--- config.mk ---
export PLATFORM = sky130hd
export DESIGN_NAME = ysyx_24100006_clint
export DESIGN_NICKNAME = d
export VERILOG_FILES = /design/src/rtl/ysyx_24100006_clint.sv
export SDC_FILE = /design/constraint.sdc
export NUM_CORES = 1
export LEC_CHECK = 0
export CAP_MARGIN = 20
export CORE_MARGIN = 1
export CORE_UTILIZATION = 40
export CTS_CLUSTER_DIAMETER = 150
export CTS_CLUSTER_SIZE = 28
export DETAILED_ROUTE_END_ITERATION = 7
export PLACE_DENSITY = 0.71
export SETUP_SLACK_MARGIN = 0.4
export SYNTH_ARGS = -nofsm -noshare
export SYNTH_HDL_FRONTEND = slang
export SYNTH_SLANG_ARGS = --single-unit
export TNS_END_PERCENT = 5
--- constraint.sdc ---
create_clock -name clock -period 4.46 [get_ports clock]
set_clock_uncertainty 0.2 [all_clocks]
set_input_delay 0.669 -clock clock [delete_from_list [all_inputs] [get_ports clock]]
set_output_delay 0.669 -clock clock [all_outputs]
set_load 0.02 [all_outputs]
--- src/rtl/ysyx_24100006_clint.sv ---
// Core-local interruptor: 64-bit prescaled MTIME, MTIMECMP compare and timer IRQ,
// accessed through an AXI slave with independent read and write burst engines.
module ysyx_24100006_clint #(
    parameter logic [31:0] CTRL_RESET     = 32'h0000_0001,
    parameter logic [63:0] MTIMECMP_RESET = 64'hFFFF_FFFF_FFFF_FFFF
) (
    input  logic        clock,
    input  logic        reset,
    input  logic        axi_arvalid,
    output logic        axi_arready,
    input  logic [31:0] axi_araddr,
    input  logic [7:0]  axi_arlen,
    output logic        axi_rvalid,
    input  logic        axi_rready,
    output logic [31:0] axi_rdata,
    output logic [1:0]  axi_rresp,
    output logic        axi_rlast,
    input  logic        axi_awvalid,
    output logic        axi_awready,
    input  logic [31:0] axi_awaddr,
    input  logic        axi_wvalid,
    output logic        axi_wready,
    input  logic [31:0] axi_wdata,
    input  logic [3:0]  axi_wstrb,
    input  logic        axi_wlast,
    output logic        axi_bvalid,
    input  logic        axi_bready,
    output logic [1:0]  axi_bresp,
    output logic        timer_irq
);
    localparam int unsigned DW = 32;
    localparam int unsigned TW = 64;
    localparam int unsigned PW = 8;
    localparam int unsigned LW = 8;
    localparam int unsigned OW = 3;

    localparam logic [1:0] RESP_OKAY   = 2'b00;
    localparam logic [1:0] RESP_SLVERR = 2'b10;

    typedef enum logic { R_IDLE = 1'b0, R_DATA = 1'b1 } rstate_t;
    typedef enum logic [1:0] { W_IDLE = 2'd0, W_DATA = 2'd1, W_RESP = 2'd2 } wstate_t;

    function automatic logic [DW-1:0] f_merge(input logic [DW-1:0] old_v,
                                              input logic [DW-1:0] new_v,
                                              input logic [3:0]    strb);
        logic [DW-1:0] res;
        res = old_v;
        for (int i = 0; i < 4; i++) begin
            if (strb[i]) res[8*i +: 8] = new_v[8*i +: 8];
        end
        return res;
    endfunction

    // Architectural state
    logic [TW-1:0] r_mtime;
    logic [TW-1:0] r_mtimecmp;
    logic [DW-1:0] r_ctrl;
    logic [PW-1:0] r_presc;
    logic [DW-1:0] r_shadow;
    logic          r_irq;

    // Read engine
    rstate_t       r_rstate, w_rstate_nxt;
    logic [DW-1:0] r_raddr;
    logic [LW-1:0] r_rlen, r_rbeat;
    logic [DW-1:0] r_rdata;
    logic [1:0]    r_rresp;
    logic          r_rlast;
    logic          w_rd_load;
    logic [DW-1:0] w_rd_addr;
    logic [LW-1:0] w_rd_beat, w_rd_len;
    logic [DW-1:0] w_rd_val;
    logic          w_rd_err;

    // Write engine
    wstate_t       r_wstate, w_wstate_nxt;
    logic [DW-1:0] r_waddr;
    logic          r_werr;
    logic [1:0]    r_bresp;
    logic          w_aw_hs, w_w_hs;
    logic [OW-1:0] w_wr_off;
    logic          w_wr_bad;
    logic [4:0]    w_wr_sel;

    // Timer
    logic          w_tick;
    logic [TW-1:0] w_mtime_nxt;
    logic [PW-1:0] w_presc_nxt;

    always_comb begin
        w_rstate_nxt = r_rstate;
        w_rd_load    = 1'b0;
        w_rd_addr    = r_raddr;
        w_rd_beat    = r_rbeat;
        w_rd_len     = r_rlen;
        case (r_rstate)
            R_IDLE: begin
                if (axi_arvalid) begin
                    w_rd_load    = 1'b1;
                    w_rd_addr    = axi_araddr;
                    w_rd_beat    = '0;
                    w_rd_len     = axi_arlen;
                    w_rstate_nxt = R_DATA;
                end
            end
            R_DATA: begin
                if (axi_rready) begin
                    if (r_rbeat != r_rlen) begin
                        w_rd_load = 1'b1;
                        w_rd_addr = r_raddr + DW'(4);
                        w_rd_beat = r_rbeat + LW'(1);
                    end else begin
                        w_rstate_nxt = R_IDLE;
                    end
                end
            end
            default: w_rstate_nxt = R_IDLE;
        endcase
    end

    // Register file read mux; MTIME_HI reads come from the shadow so LO/HI pairs are coherent
    always_comb begin
        w_rd_val = '0;
        w_rd_err = 1'b0;
        case (w_rd_addr[4:2])
            3'd0:    w_rd_val = r_mtime[31:0];
            3'd1:    w_rd_val = r_shadow;
            3'd2:    w_rd_val = r_mtimecmp[31:0];
            3'd3:    w_rd_val = r_mtimecmp[63:32];
            3'd4:    w_rd_val = r_ctrl;
            default: w_rd_err = 1'b1;
        endcase
    end

    always_ff @(posedge clock or negedge reset) begin
        if (!reset) begin
            r_rstate <= R_IDLE;
            r_raddr  <= '0;
            r_rlen   <= '0;
            r_rbeat  <= '0;
            r_rdata  <= '0;
            r_rresp  <= RESP_OKAY;
            r_rlast  <= 1'b0;
            r_shadow <= '0;
        end else begin
            r_rstate <= w_rstate_nxt;
            if (w_rd_load) begin
                r_raddr <= w_rd_addr;
                r_rbeat <= w_rd_beat;
                r_rlen  <= w_rd_len;
                r_rdata <= w_rd_val;
                r_rresp <= w_rd_err ? RESP_SLVERR : RESP_OKAY;
                r_rlast <= (w_rd_beat == w_rd_len);
                if (w_rd_addr[4:2] == 3'd0) r_shadow <= r_mtime[63:32];
            end
        end
    end

    always_comb begin
        w_wstate_nxt = r_wstate;
        w_aw_hs      = 1'b0;
        w_w_hs       = 1'b0;
        case (r_wstate)
            W_IDLE: begin
                if (axi_awvalid) begin
                    w_aw_hs      = 1'b1;
                    w_wstate_nxt = W_DATA;
                end
            end
            W_DATA: begin
                if (axi_wvalid) begin
                    w_w_hs = 1'b1;
                    if (axi_wlast) w_wstate_nxt = W_RESP;
                end
            end
            W_RESP: begin
                if (axi_bready) w_wstate_nxt = W_IDLE;
            end
            default: w_wstate_nxt = W_IDLE;
        endcase
    end

    always_comb begin
        w_wr_off = r_waddr[4:2];
        w_wr_bad = (w_wr_off > 3'd4);
        w_wr_sel = '0;
        if (w_w_hs) begin
            case (w_wr_off)
                3'd0:    w_wr_sel = 5'b00001;
                3'd1:    w_wr_sel = 5'b00010;
                3'd2:    w_wr_sel = 5'b00100;
                3'd3:    w_wr_sel = 5'b01000;
                3'd4:    w_wr_sel = 5'b10000;
                default: w_wr_sel = 5'b00000;
            endcase
        end
    end

    always_ff @(posedge clock or negedge reset) begin
        if (!reset) begin
            r_wstate <= W_IDLE;
            r_waddr  <= '0;
            r_werr   <= 1'b0;
            r_bresp  <= RESP_OKAY;
        end else begin
            r_wstate <= w_wstate_nxt;
            if (w_aw_hs) begin
                r_waddr <= axi_awaddr;
                r_werr  <= 1'b0;
            end else if (w_w_hs) begin
                r_waddr <= r_waddr + DW'(4);
                r_werr  <= r_werr | w_wr_bad;
                if (axi_wlast) r_bresp <= (r_werr | w_wr_bad) ? RESP_SLVERR : RESP_OKAY;
            end
        end
    end

    // A bus write to either MTIME half wins over the prescaled increment in the same cycle
    always_comb begin
        w_tick      = r_ctrl[0] && (r_presc == r_ctrl[15:8]);
        w_mtime_nxt = w_tick ? r_mtime + TW'(1) : r_mtime;
        w_presc_nxt = r_presc;
        if (w_wr_sel[0]) w_mtime_nxt = {r_mtime[63:32], f_merge(r_mtime[31:0], axi_wdata, axi_wstrb)};
        if (w_wr_sel[1]) w_mtime_nxt = {f_merge(r_mtime[63:32], axi_wdata, axi_wstrb), r_mtime[31:0]};
        if (w_wr_sel[4]) begin
            w_presc_nxt = '0;
        end else if (r_ctrl[0]) begin
            w_presc_nxt = w_tick ? '0 : r_presc + PW'(1);
        end
    end

    always_ff @(posedge clock or negedge reset) begin
        if (!reset) begin
            r_mtime    <= '0;
            r_mtimecmp <= MTIMECMP_RESET;
            r_ctrl     <= CTRL_RESET;
            r_presc    <= '0;
            r_irq      <= 1'b0;
        end else begin
            r_mtime <= w_mtime_nxt;
            r_presc <= w_presc_nxt;
            r_irq   <= (r_mtime >= r_mtimecmp);
            if (w_wr_sel[2]) r_mtimecmp[31:0]  <= f_merge(r_mtimecmp[31:0], axi_wdata, axi_wstrb);
            if (w_wr_sel[3]) r_mtimecmp[63:32] <= f_merge(r_mtimecmp[63:32], axi_wdata, axi_wstrb);
            if (w_wr_sel[4]) r_ctrl <= f_merge(r_ctrl, axi_wdata, axi_wstrb);
        end
    end

    assign axi_arready = (r_rstate == R_IDLE);
    assign axi_rvalid  = (r_rstate == R_DATA);
    assign axi_rdata   = r_rdata;
    assign axi_rresp   = r_rresp;
    assign axi_rlast   = r_rlast;
    assign axi_awready = (r_wstate == W_IDLE);
    assign axi_wready  = (r_wstate == W_DATA);
    assign axi_bvalid  = (r_wstate == W_RESP);
    assign axi_bresp   = r_bresp;
    assign timer_irq   = r_irq;

endmodule
==> impl_metrics.json, run 1 <==
{
  "status": "complete, no violations",
  "setup_violations": 0,
  "dp_hpwl_um": 30200,
  "io_pins": 159,
  "finalPower_mw": 9.83,
  "worstPathRequired_ns": 4.70,
  "synth_area_leaders": "dfrtp_1 (33%), dfstp_2 (11%), mux2_2 (8.7%)",
  "ys.flop_type": "dfrtp_1",
  "num_vias": 12300,
  "tritoncts": "done",
  "antenna_found_initial": 1,
  "rsz0062_at_grt": "false",
  "seq_power_share": 0.394,
  "synthXorXnorAreaFrac": 0.0155,
  "powerDensity_nw_per_um2": 574,
  "yosys_warnings": 0,
  "switchingPower_mw": 3.93,
  "hold_viol_final": 0,
  "postCtsSetupBuffers": 0,
  "clk_path_buf_depth": 3,
  "finalMaxSlewViolations": 0,
  "synth-simple-area-share": 0.130,
  "synth_top_family_by_area": "compound AO/OA/AOI/OAI gates",
  "drtIter0Drc": 770,
  "tightestPinTransition_ns": 1.12,
  "hold_path.class": "primary input to async pin",
  "synth-edff-count": 0,
  "synth_cells": 1521,
  "synth_top_area_share": 0.326,
  "clk_pin_slew_ns": 0.11,
  "internal_power_mw": 5.89,
  "place_inst": 2084,
  "drive_above_1_share": 0.164,
  "synthAdderAreaFrac": 0.0604,
  "grt_pass1_wl_um": 66400,
  "maxCapViolCount": 0,
  "irDropWorstVdd_mv": 0.360,
  "finalCritPeriodShare": 0.752,
  "route.met3.wl_um": 2310,
  "htree_levels": 1,
  "dieArea_um2": 38600,
  "p_clk_frac": 0.141,
  "cp-start-kind": "primary input",
  "gp_congestion": 0.882,
  "drt-met1-wl_um": 18600,
  "yosys-mux-area-fraction": 0.121,
  "async_flop_share": 1.00,
  "dpl-instance-area_um2": 16700,
  "die_width_um": 196,
  "ys_ff_latch": 262,
  "place_ws_ns": 0.599,
  "first_global_vias": 12000,
  "finalWirelength_um": 41900,
  "overflow": 0,
  "worstRegToRegCells": 9,
  "holdWs_ns": 0.103,
  "dr.pass1.iters": 5,
  "ys_types": 77,
  "cts_resized": 0,
  "cellLeakagePower_nw": 7.34,
  "maxUsedRoutingLayer": "met5",
  "slew-limit-headroom": 0.251,
  "synth-compound-area-share": 0.190,
  "cts_root_buf": "clkbuf_16",
  "end_kind": "register",
  "clkLatencyLatePin_ns": 0.51,
  "nets": 1784,
  "drcViolationCount": 0,
  "num_antenna_cells": 0,
  "min_period_ns": 3.35,
  "final_core_util": 0.464,
  "yosys-top-cells-count": "dfrtp_1 (197), o21ai_0 (129), nand2_1 (124)",
  "layout_setup_ws_ns": 1.11,
  "grt_util_all_layers": 0.216,
  "num_rows": 70,
  "ys_seq_area_frac": 0.439,
  "routedWlPerCell_um": 19.9,
  "syn_area_per_cell_um2": 9.94,
  "postLayoutCellArea_um2": 17100,
  "setup.worst_path.class": "primary input to register",
  "fp.dieH_um": 196,
  "cts_made_buffers": 13,
  "critPathMaxFanout": 12,
  "numClockSinks": 262,
  "wl_met2_um": 19700,
  "swShare": 0.400,
  "worstPathArrival_ns": 3.59,
  "netlist.top_cell.by_area": "dfrtp_1",
  "ant_nets": 0,
  "yosysMostFrequentCell": "dfrtp_1",
  "start_util": 0.410,
  "cts-hold-fix-buffers": 0,
  "stdcell_count": 2105,
  "fin_setup_tns_ns": 0,
  "core_area_um2": 36900,
  "area_growth_pct": 13.1,
  "comb_power_share": 0.465,
  "io_buffer_count": 98,
  "grt_max_degree": 132,
  "vias_per_cell": 5.83,
  "timing.fmax_mhz": 298,
  "synth_area_um2": 15100
}
[state kept, by name, summed over array words and instances, names as in the netlist]
signal	flops
r_raddr	3
axi_bresp	1
r_mtime	64
r_rlen	8
axi_rlast	1
r_rbeat	8
r_waddr	3
axi_rresp	1
axi_rdata	32
r_mtimecmp	64
axi_rvalid	1
r_presc	8
r_shadow	32
r_wstate	2
r_werr	1
timer_irq	1
r_ctrl	32
[area by class of cell]
cell class / instances / area, um2
fill: 3444 / 19800
multi-input combinational: 1100 / 7870
sequential: 262 / 6640
timing repair buffer: 134 / 1280
tap: 504 / 631
clock buffer: 20 / 352
inverter: 84 / 315
clock inverter: 1 / 20.0
[kinds of logic (layout without fill, tap and decap cells)]
kind of cell             Yosys count  in the layout
XOR/XNOR                          25             25
AND/OR/NAND/NOR                  382            382
adder cells (fa/ha/maj)           73             73
flip-flops                       262            262
AO/OA/AOI/OAI                    451            451
buffers and inverters            160            239
multiplexers                     167            167
other                              1              2
[per-layer routing]
metal  up-vias  global-route usage
met5         -                   0
met4         2              0.0726
met3        66              0.0241
met2       408               0.356
met1      6069               0.296
li1       5722                   -
[power by group through the flow]
| stage | logic (mW) | clock network [mW] | registers, mW |
|---|---|---|---|
| after floorplan | 3.01 | 0 | 3.88 |
| after global placement | 4.44 | 0 | 3.86 |
| after detailed placement | 4.58 | 0 | 3.90 |
| after CTS | 4.60 | 1.42 | 3.86 |
| after global routing | 4.99 | 1.50 | 3.97 |
| final | 4.57 | 1.38 | 3.88 |
[worst max-delay path, cell delays in order]
cell	delay [ns]
clkdlybuf4s50_1	0.45
and3b_1	0.34
and3_1	0.39
or4_1	0.75
a21oi_2	0.53
a21boi_0	0.27
nor2_1	0.07
a21oi_1	0.11
[cells in the final DEF, fill, tap and decap left out, drive strengths merged, types with 24 or more instances in the layout]
| cell | count |
|---|---|
| a21o | 26 |
| a21oi | 106 |
| a22o | 34 |
| a22oi | 48 |
| a2bb2oi | 32 |
| and3 | 26 |
| buf | 37 |
| clkdlybuf4s50 | 97 |
| dfrtp | 197 |
| dfstp | 65 |
| ha | 73 |
| inv | 84 |
| mux2 | 130 |
| mux2i | 37 |
| nand2 | 124 |
| nand3 | 46 |
| nand4 | 29 |
| nor2 | 77 |
| o21ai | 144 |
| xnor2 | 24 |
[final timing paths]
path	from	end	slack, ns
worst min register to register	axi_bresp[1]	axi_bresp[1]	0.30
max in group asynchronous	reset	r_mtimecmp[32]	2.99
worst max-delay path	axi_wvalid	r_mtime[20]	1.11
min in group clock	axi_bresp[1]	axi_bresp[1]	0.30
worst max register to register	r_mtime[1]	r_mtime[62]	1.18
worst min-delay path	reset	r_wstate[1]	0.10
No activity file was read; power rests on OpenSTA's default activity.
==> run 2: changes to the inputs <==
Clock period 4.46 ns to 3.5 ns, I/O delays scaled along.
==> impl_metrics.json, run 2 (same netlist as run 1, synthesis figures left out) <==
{
  "grt_util_all_layers": 0.225,
  "biggestRegsByFlops": "r_mtime (64), r_mtimecmp (64)",
  "dieArea_um2": 38600,
  "clk_pin_slew_ns": 0.12,
  "cts_root_buf": "clkbuf_16",
  "timing.fmax_mhz": 330,
  "num_rows": 70,
  "rsz0062_at_grt": "true",
  "worstPathRequired_ns": 3.70,
  "fp.dieH_um": 196,
  "grt_max_degree": 93,
  "antenna_found_initial": 0,
  "num_vias": 12500,
  "place_ws_ns": 0.0998,
  "cp-start-kind": "register",
  "vias_per_cell": 5.86,
  "die_width_um": 196,
  "ant_nets": 0,
  "fin_setup_tns_ns": 0,
  "final_common_cell": "dfrtp_1",
  "grt_util_met1": 0.300,
  "end_kind": "register",
  "io_pins": 159,
  "htree_levels": 1,
  "tritoncts": "done",
  "hold_viol_final": 0,
  "core_area_um2": 36900,
  "maxCapViolCount": 0,
  "finalMaxSlewViolations": 0,
  "n_fill_cell": 3449,
  "finalWirelength_um": 42800,
  "dr.pass1.iters": 5,
  "finalPower_mw": 12.8,
  "io_buffer_count": 98,
  "clkLatencyLatePin_ns": 0.51,
  "routedWlPerCell_um": 20.1,
  "numClockSinks": 262,
  "min_period_ns": 3.03,
  "setup.worst_path.class": "register to register",
  "clk_path_buf_depth": 3,
  "status": "complete, no violations",
  "reg2reg_setup_slack_ns": 0.47,
  "grtUsageMet3": 0.0344,
  "stdcell_count": 2130,
  "cellLeakagePower_nw": 7.49,
  "cts_made_buffers": 13,
  "tightestPinTransition_ns": 0.989,
  "powerDensity_nw_per_um2": 733,
  "first_global_vias": 12600,
  "drtIter0Drc": 977,
  "overflow": 0,
  "drcViolationCount": 0,
  "num_antenna_cells": 0,
  "start_util": 0.410,
  "slew-limit-headroom": 0.341,
  "critPathMaxFanout": 16,
  "top_usage_layer": "met2",
  "place_inst": 2104,
  "hold_path.class": "register to register",
  "irDropWorstVdd_mv": 0.577,
  "grt_pass1_wl_um": 69200,
  "dp_hpwl_um": 31200,
  "final_cell_mix": "dfrtp_1 (197), o21ai_0 (129), nand2_1 (124)",
  "gp_congestion": 0.867,
  "grt_use_met2": 0.374,
  "worstPathArrival_ns": 3.23,
  "finalCritPeriodShare": 0.867,
  "layout_setup_ws_ns": 0.467,
  "setup_violations": 0,
  "nets": 1808,
  "drive_above_1_share": 0.181,
  "area_growth_pct": 15.1
}
==> run 2: changes by cell type in the layout (fill, tap and decap cells not counted), moves of 3 or more <==
cell / before / now
buf_12: 2 / 8
buf_4: 33 / 51
nor3_1: 14 / 11
nor3_2: 0 / 3
==> run 2: final timing paths <==
path / start / to / cells after the start
min in group asynchronous: reset / r_wstate[0] / 2
setup reg to reg: r_rbeat[4] / axi_rdata[11] / 9
max in group asynchronous: reset / r_mtimecmp[34] / 3
setup / recovery: r_rbeat[4] / axi_rdata[11] / 9
hold reg to reg: r_shadow[0] / r_shadow[0] / 1
hold / removal: r_shadow[0] / r_shadow[0] / 1
==> run 2: critical path: stages (launching register included) <==
cell and delay (ns):
dfrtp_1 0.45, xnor2_1 0.24, nand4_1 0.33, o21ai_2 0.30, o22ai_2 0.18, nor2_2 0.27, buf_4 0.31, a2bb2oi_1 0.23
o21ai_0 0.16, a22o_1 0.23
==> run 2: what timing repair did <==
action,CTS,global route
hold buffers,1,0
endpoints found under the hold margin,75,0
pin swaps,0,2
setup buffers,0,2
endpoints found under the setup margin,40,86
gates resized for setup,1,7
==> run 2: per-stage QoR <==
| step | area [um2] | utilization | hold slack (ns) |
|---|---|---|---|
| after floorplan | 15100 | - | 0.0294 |
| after global placement | 17000 | 0.460 | 0.272 |
| after detailed placement | 17000 | 0.460 | 0.276 |
| after CTS | 17400 | 0.471 | 0.308 |
| after global routing | 17400 | 0.472 | 0.315 |
| final | 17400 | 0.472 | 0.303 |
==> run 2: report_power, final <==
part           switching, mW  internal [mW]  leakage (nW)
sequential             0.768           4.16          3.18
clock                   1.05          0.730         0.183
combinational           3.28           2.78          4.13
==> run 2: per-layer routing <==
| metal | wire length (um) | up-vias |
|---|---|---|
| met1 | 18700 | 6219 |
| met3 | 2500 | 82 |
| li1 | - | 5768 |
| met4 | 1370 | 0 |
| met5 | 0 | - |
| met2 | 20200 | 411 |
==> run 2: final cells by class <==
class	instances	area, um2	area share
clock buffer	20	352	0.0202
timing repair buffer	158	1540	0.0884
tap	504	631	0.0362
clock inverter	2	28.8	0.00165
inverter	84	315	0.0181
multi-input combinational	1100	7910	0.454
sequential	262	6640	0.381
